--- src/rtl/display_write_queue.sv ---
`timescale 1ns/1ps
// display_write_queue
//   Decodes display opcodes from the CPU issue stage. DISPLAY writes are
//   buffered in a FIFO and drained to the text buffer through a one-entry
//   output register under a valid/ready handshake. CLEAR waits for all
//   earlier writes to drain, then blanks every screen cell. The CPU is
//   stalled while the FIFO is full or a clear is in progress.
// Ports
//   clk, rst_n           clock, synchronous active-low reset
//   inst, inst_valid     issued instruction (opcode in inst[31:26]) and its valid
//   rs, rt               position source (rs) and character source (rt)
//   stall                combinational hold request to the CPU
//   buffer_write_enable  registered write valid to the text buffer
//   position, char_code  registered write position / character
//   buffer_ready         text buffer accepts a write this cycle
//   pending              work outstanding (FIFO, output register or clear)
module display_write_queue #(
  parameter int unsigned          POS_WIDTH    = 12,
  parameter int unsigned          CHAR_WIDTH   = 7,
  parameter int unsigned          ADDR_WIDTH   = 3,
  parameter int unsigned          SCREEN_CELLS = 2400,
  parameter logic [5:0]           OP_DISPLAY   = 6'b001000,
  parameter logic [5:0]           OP_CLEAR     = 6'b001001,
  parameter logic [CHAR_WIDTH-1:0] BLANK_CHAR  = 7'h20
) (
  input  logic                  clk,
  input  logic                  rst_n,
  input  logic [31:0]           inst,
  input  logic                  inst_valid,
  input  logic [31:0]           rs,
  input  logic [31:0]           rt,
  output logic                  stall,
  output logic                  buffer_write_enable,
  output logic [POS_WIDTH-1:0]  position,
  output logic [CHAR_WIDTH-1:0] char_code,
  input  logic                  buffer_ready,
  output logic                  pending
);

  localparam int unsigned DEPTH = 2 ** ADDR_WIDTH;
  localparam int unsigned EW    = POS_WIDTH + CHAR_WIDTH;

  typedef enum logic [1:0] {IDLE, DRAIN, SWEEP} state_t;

  state_t                state, state_nx;
  logic [EW-1:0]         mem [DEPTH];
  logic [ADDR_WIDTH-1:0] wr_ptr, rd_ptr;
  logic [ADDR_WIDTH:0]   count;
  logic [POS_WIDTH-1:0]  sweep_cnt;

  logic full, fifo_empty, accept, push, clear_acc;
  logic out_free, load, pop, sweep_last;
  logic unused_bits;

  assign unused_bits = ^{inst[25:0], rs[31:POS_WIDTH], rt[31:CHAR_WIDTH]};

  assign full       = (count == (ADDR_WIDTH+1)'(DEPTH));
  assign fifo_empty = (count == '0);
  assign stall      = full | (state != IDLE);
  assign accept     = inst_valid & ~stall;
  assign push       = accept & (inst[31:26] == OP_DISPLAY);
  assign clear_acc  = accept & (inst[31:26] == OP_CLEAR);
  // Output register may take a new entry when empty or emptying this cycle.
  assign out_free   = ~buffer_write_enable | buffer_ready;
  assign sweep_last = (sweep_cnt == POS_WIDTH'(SCREEN_CELLS - 1));
  assign pending    = ~fifo_empty | buffer_write_enable | (state != IDLE);

  always_ff @(posedge clk) begin
    if (!rst_n) state <= IDLE;
    else        state <= state_nx;
  end

  always_comb begin
    state_nx = state;
    pop      = 1'b0;
    load     = 1'b0;
    case (state)
      IDLE: begin
        pop  = out_free & ~fifo_empty;
        load = pop;
        if (clear_acc) state_nx = DRAIN;
      end
      DRAIN: begin
        pop  = out_free & ~fifo_empty;
        load = pop;
        // The final queued write is either gone or leaving on this edge.
        if (fifo_empty && out_free) state_nx = SWEEP;
      end
      SWEEP: begin
        load = out_free;
        if (out_free && sweep_last) state_nx = IDLE;
      end
      default: state_nx = IDLE;
    endcase
  end

  always_ff @(posedge clk) begin
    if (!rst_n) begin
      wr_ptr <= '0;
      rd_ptr <= '0;
      count  <= '0;
    end else begin
      if (push) wr_ptr <= wr_ptr + 1'b1;
      if (pop)  rd_ptr <= rd_ptr + 1'b1;
      case ({push, pop})
        2'b10:   count <= count + 1'b1;
        2'b01:   count <= count - 1'b1;
        default: count <= count;
      endcase
    end
  end

  always_ff @(posedge clk) begin
    if (push) mem[wr_ptr] <= {rs[POS_WIDTH-1:0], rt[CHAR_WIDTH-1:0]};
  end

  always_ff @(posedge clk) begin
    if (!rst_n)                      sweep_cnt <= '0;
    else if (state == SWEEP && load) sweep_cnt <= sweep_last ? '0 : sweep_cnt + 1'b1;
  end

  always_ff @(posedge clk) begin
    if (!rst_n) begin
      buffer_write_enable <= 1'b0;
      position            <= '0;
      char_code           <= '0;
    end else if (load) begin
      buffer_write_enable <= 1'b1;
      if (state == SWEEP) begin
        position  <= sweep_cnt;
        char_code <= BLANK_CHAR;
      end else begin
        {position, char_code} <= mem[rd_ptr];
      end
    end else if (buffer_ready) begin
      buffer_write_enable <= 1'b0;
    end
  end

endmodule

--- config.mk ---
export PLATFORM = sky130hd
export DESIGN_NAME = display_write_queue
export DESIGN_NICKNAME = d
export VERILOG_FILES = /design/src/rtl/display_write_queue.sv
export SDC_FILE = /design/constraint.sdc
export NUM_CORES = 1
export LEC_CHECK = 0
export CAP_MARGIN = 20
export CORE_ASPECT_RATIO = 2
export CORE_UTILIZATION = 53
export CTS_BUF_LIST = sky130_fd_sc_hd__clkbuf_2 sky130_fd_sc_hd__clkbuf_4 sky130_fd_sc_hd__clkbuf_8
export DETAILED_ROUTE_END_ITERATION = 12
export PLACE_DENSITY = 0.79
export SLEW_MARGIN = 30
export SYNTH_ARGS = -nofsm -noshare
export SYNTH_HDL_FRONTEND = slang
export SYNTH_SLANG_ARGS = --single-unit
--- constraint.sdc ---
create_clock -name clk -period 4.9 [get_ports clk]
set_input_delay 0.98 -clock clk [delete_from_list [all_inputs] [get_ports clk]]
set_output_delay 0.98 -clock clk [all_outputs]
set_load 0.01 [all_outputs]
==> After elaboration in Yosys (flattened, before gate mapping) <==
Memories as Yosys holds them, arrays and structs flattened. A register that Yosys moved wholly into a read port is not among the register bits.
Cells that the tools add are included.
{ "op_classes": {"n_addsub": 5, "multipliers": 0, "n_div": 0, "n_lt_le_gt_ge": 0, "eq_ne": 11, "shifts": 0, "mux": 16, "n_bitwise": 11, "n_reduce_logical": 10} }
{ "ops": {"columns": ["op", "n"], "rows": [
  ["12-bit two-way mux", 2],
  ["12-bit by 1-bit adder with 12-bit output (second input constant)", 1],
  ["12-bit == test (second input constant)", 1],
  ["6-bit by 4-bit == test with 1-bit output (second input constant)", 2],
  ["4-bit one-hot mux with 2 select lines", 1],
  ["7-bit two-way mux", 1],
  ["3-bit by 1-bit adder with 3-bit output (second input constant)", 2],
  ["2-bit two-way mux", 3],
  ["3-bit two-way mux", 2],
  ["2-bit inequality test (second input constant)", 3],
  ["2-bit one-hot mux with 3 select lines", 1],
  ["2-bit nonzero test", 3],
  ["1-bit two-way mux", 5],
  ["4-bit by 1-bit adder with 4-bit output (second input constant)", 1],
  ["1-bit bitwise AND", 4],
  ["2-bit by 1-bit == test with 1-bit output (second input constant)", 2],
  ["2-bit == test (second input constant)", 2],
  ["4-bit == test (second input constant)", 1],
  ["4-bit logical NOT", 1],
  ["1-bit OR", 4],
  ["4-bit by 1-bit subtractor with 4-bit output (second input constant)", 1],
  ["1-bit logical AND", 3],
  ["1-bit inverter", 3],
  ["3-bit AND reduction", 1],
  ["3 further kinds", 3]
]} }
{ "totals": {"register_bits": 44, "latchBits": 0, "mem_bits_rw": 152, "romBits": 0, "inputBits": 100, "out_inout_bits": 22, "word_cells": 62, "mem_count": 1} }
{ "memory_table": {"columns": ["name", "words", "width", "read_ports", "rd_ports_with_merged_regs", "write_ports", "line", "text"], "rows": [
  ["mem", 8, 19, 1, 1, 1, "46", "logic [EW-1:0] mem [DEPTH];"]
]} }

==> Logic depth before layout (Yosys ltp) <==
{ "logic_depth": {"word_depth": 7, "ltp_mapped": 11, "ltp_nobuf": 10} }

==> Worst setup path before layout <==
No wires, ideal clock.
{ "synth_path": {"path_kind": "input port to flip-flop", "startpoint": "input port inst[27]", "endpoint": "memory mem[1][0] (netlist bit) (enable)", "setup_ns": 0.451, "t_arrival_ns": 3.794, "t_required_ns": 4.449, "setup_slack_ns": 0.655, "path_stages": 4, "path_buffers": 0, "path_cell_list": "nor4bb_1 -> and4_1 -> nand2_1 -> nor4b_1"} }
{ "synth_between": {"elab_chain_cells": 4} }
{ "synth_lines": {"columns": ["element", "line", "text"], "rows": [
  ["from (decl)", "28", "input logic [31:0] inst,"],
  ["6-bit by 4-bit == test with 1-bit output", "61", "assign push = accept & (inst[31:26] == OP_DISPLAY);"],
  ["1-bit bitwise AND", "61", null],
  ["1-bit two-way mux", "114", "if (push) mem[wr_ptr] <= {rs[POS_WIDTH-1:0], rt[CHAR_WIDTH-1:0]};"],
  ["1-bit two-way mux (not written as such)", "114", null],
  ["to (decl)", "46", null]
]} }
No other way between the ends.

==> Worst setup path after layout <==
{ "layout_path": {"startpoint": "input port inst[29]", "endpoint": "register count[2]"} }
{ "layout_between": {"elab_chain_cells": 4, "word_cells_on_any_way": 6, "cone_classes": "eq/ne (3); mux (1); bitwise (1); reduce/logical (1)"} }
{ "layout_lines": {"columns": ["element", "line", "text"], "rows": [
  ["6-bit by 4-bit == test with 1-bit output (*)", "61", null],
  ["1-bit bitwise AND (*)", "61", null],
  ["2-bit by 1-bit == test with 1-bit output or 2-bit == test (tied branches)", "105", "case ({push, pop})"],
  ["4-bit one-hot mux with 2 select lines or 2-bit nonzero test (tied branches)", null, null],
  ["to (signal assigned)", "106", "2'b10: count <= count + 1'b1;"],
  ["to (signal assigned)", "107", "2'b01: count <= count - 1'b1;"],
  ["to (signal assigned)", "108", "default: count <= count;"],
  ["to (decl)", "48", "logic [ADDR_WIDTH:0] count;"]
]} }
Every way passes the cells marked *; elsewhere a longest branch is shown, timed or not.
A chain may end at the register's enable or synchronous reset.

==> results.toml <==
[place]
numPortBuffers = 50
post-place-ws_ns = 1.09
gp_congestion = 0.800
dp_hpwl_mm = 9.41

[routing]
wl_met2_mm = 8.34
dr.pass1.iters = 4
wire_per_inst_um = 20.5
drc_errors = 0
dr_wl_met3_um = 621
top_layer_used = "met4"
vias = 4355
viasPerCell = 5.91
drt_iter0_markers = 272
met1Wirelength_mm = 5.66
drt-total-wl_mm = 15.1
drtAntennaViolNets = 0

[setup_path]
ff2ff_path_depth = 10
critPathBufInv = 1
path_max_fanout = 6
slowest_delay_ns = 0.44
critPathKind = "in -> reg"
crit_family = "simple AND/OR/NAND/NOR gates"
arrival_ns = 3.76
ff2ff_setup_slack_ns = 1.99
endpoint_kind = "flip-flop"
critPathLaunchType = "input port"
r2r_end = "count[2]$_SDFFE_PN0P_"
crit_chain = "clkdlybuf4s50_1 -> nor4bb_1 -> and4_1 -> nand2_1 -> ha_1 -> xor2_1 -> ha_1 -> a21oi_1 -> xor2_1 -> or3_1 -> a21oi_1"
r2r-start = "count[0]$_SDFFE_PN0P_"
critPathSlowestCell = "clkdlybuf4s50_1"
critPathRequiredTime_ns = 5.27

[synthesis]
ys_warn_count = 0
ys_types = 48
seq_area_frac_synth = 0.696
muxShareOfSynthArea = 0.137
ys_seq_elements = 199
synthAdderAreaFrac = 0.00949
synth_edf_count = 152
synth_area_um2 = 7910
post_synth_main_area_contributors = "edfxtp_1 (58%), dfxtp_1 (12%), mux4_2 (11%)"
yosysMostFrequentCell = "edfxtp_1"
async_flop_share = 0
synthCells = 478
synth_top_area_cell = "edfxtp_1"
synthDominantCellAreaShare = 0.577
synth_fp_nets = 584
synthSimpleGateAreaFrac = 0.0789
synthFlopType = "edfxtp_1"
synth_compound_area_frac = 0.0449
yosys-top-cells-count = "edfxtp_1 (152), dfxtp_1 (47), mux4_2 (38), nand3_1 (32), mux2i_1 (23)"
synth_area_per_cell_um2 = 16.6
synth_xor_area_frac = 0.0133
synth_top_family_by_area = "multiplexers"

[sta]
fmax_mhz = 295
hold_viol = 0
min_period_ns = 3.39
fin_skew_ns = 0.0193
fin_crit_sh = 0.692
finalSetupViolCount = 0
setup_ws_ns = 1.51
maxSlewHeadroom = 0.443
whs_ns = 0.495
setup_tns_ns = 0
slew_violations = 0
worst_pin_slew_ns = 0.834
grt_setup_unrepaired = "false"

[worst_hold_path]
min_to = "char_code[4]$_SDFFE_PN0P_"
min_from = "char_code[4]$_SDFFE_PN0P_"
hold_path.class = "reg -> reg"
whs_path_depth = 2

[die]
dieArea_um2 = 15400
core.rowCount = 62
start_util = 0.548
die_x_um = 88.4
pin_count = 122
die_h_um = 175
core_um2 = 14400

[clocking]
cts-resized-gates = 0
postCtsHoldBufs = 0
htreeDepth = 4
clkSinkCount = 199
clock_path_buffers = 2
cts_setup_buffers = 0
worst_skew_pair.late_latency_ns = 0.46
clkTransAtPathRegs_ns = 0.10
cts_buffers = 17
cts-root-buf = "clkbuf_8"
cts_tree = "yes"

[pwr]
cellLeakagePower_nw = 2.82
vdd_drop_max_mv = 0.226
p_per_area_nw_per_um2 = 446

[finish]
layout.nets = 638
area_delta_synth_final_pct = 14.8
drive_above_1_share = 0.176
diodes = 0

[grt]
grt-ovfl-total = 0
grt_max_degree = 39
grt_pass1_wl_mm = 23.6
grt_use_total = 0.214
grt_pass1_vias = 4547
antenna_found_initial = 0

[flow_run]
cap_violations = 0

[outcome]
status = "finished, final reports clean"
## logic make-up after synthesis
group           Yosys count
simple gates            113
xor+xnor                 12
buf+inv                  34
compound gates           53
fa+ha+maj                 6
flops                   199
mux                      61
## worst min-delay path, delay by kind of cell (launching register included)
| family | cells | cell delay, ns |
|---|---|---|
| simple gates | 1 | 0.06 |
| compound gates | 1 | 0.05 |
| flops | 1 | 0.34 |
## flip-flops by register name (all words and copies together), names as in the netlist, named ones only
name                 cells
wr_ptr                   3
char_code                7
rd_ptr                   3
count                    4
buffer_write_enable      1
sweep_cnt               12
state                    2
position                12
mem                    152
## layer usage
| metal | up-vias | track usage |
|---|---|---|
| met2 | 145 | 0.380 |
| met4 | 0 | 0.110 |
| met3 | 38 | 0.0411 |
| li1 | 2008 | - |
| met1 | 2164 | 0.234 |
| met5 | - | 0 |
## final cells by class
type	count	area, um^2
clock buffer	23	308
clock inverter	9	113
fill	1040	5350
inverter	8	30.0
multi-input combinational	245	2300
sequential	199	5510
tap	192	240
timing repair buffer	61	583
## worst max-delay path by stage
stage               startpoint               endpoint  slack, ns  cells past startpoint
finish                inst[29]  count[2]$_SDFFE_PN0P_       1.51                     11
detailed placement    inst[29]  count[2]$_SDFFE_PN0P_       1.09                     11
global route          inst[29]  count[2]$_SDFFE_PN0P_       1.34                     11
global placement      inst[29]  count[2]$_SDFFE_PN0P_       1.20                     11
floorplan             inst[27]    mem[1][0]$_DFFE_PP_       0.65                      4
CTS                   inst[29]  count[2]$_SDFFE_PN0P_       1.56                     11
## layout by cell type (no fill, tap or decap), types with 2 or more instances in the layout
master / count
nor2b_1: 5
nand2_1: 15
o221ai_1: 8
ha_1: 6
nand4_1: 7
bufinv_16: 2
and4_1: 3
dfxtp_1: 45
nand3_1: 32
mux4_2: 38
dfxtp_4: 2
o31ai_1: 6
clkinv_4: 2
o21ai_0: 9
or4_1: 2
edfxtp_1: 152
or4b_1: 2
a21oi_1: 13
mux2i_1: 23
o22ai_1: 4
a22oi_1: 4
nand2b_1: 5
nor2_1: 16
clkdlybuf4s50_1: 50
xnor2_1: 6
xor2_1: 6
o21ai_1: 3
nor3_2: 4
clkbuf_8: 22
nor4_1: 3
inv_1: 7
nor4_2: 2
buf_4: 11
or3_1: 6
clkinv_1: 2
## metrics by stage
step | power [mW] | area [um^2] | util | cells
global placement | 2.98 | 8650 | 0.599 | 705
global route | 4.22 | 9080 | 0.629 | 737
CTS | 4.08 | 9080 | 0.629 | 737
finish | 4.05 | 9080 | 0.629 | 737
detailed placement | 3.03 | 8660 | 0.600 | 705
floorplan | 2.70 | 7910 | - | 478
## power breakdown
| part | switching (mW) | total [mW] | internal (mW) |
|---|---|---|---|
| combinational | 0.380 | 0.877 | 0.497 |
| sequential | 0.185 | 2.10 | 1.92 |
| clock | 0.538 | 1.07 | 0.529 |
(Power assumes the default switching activity.)
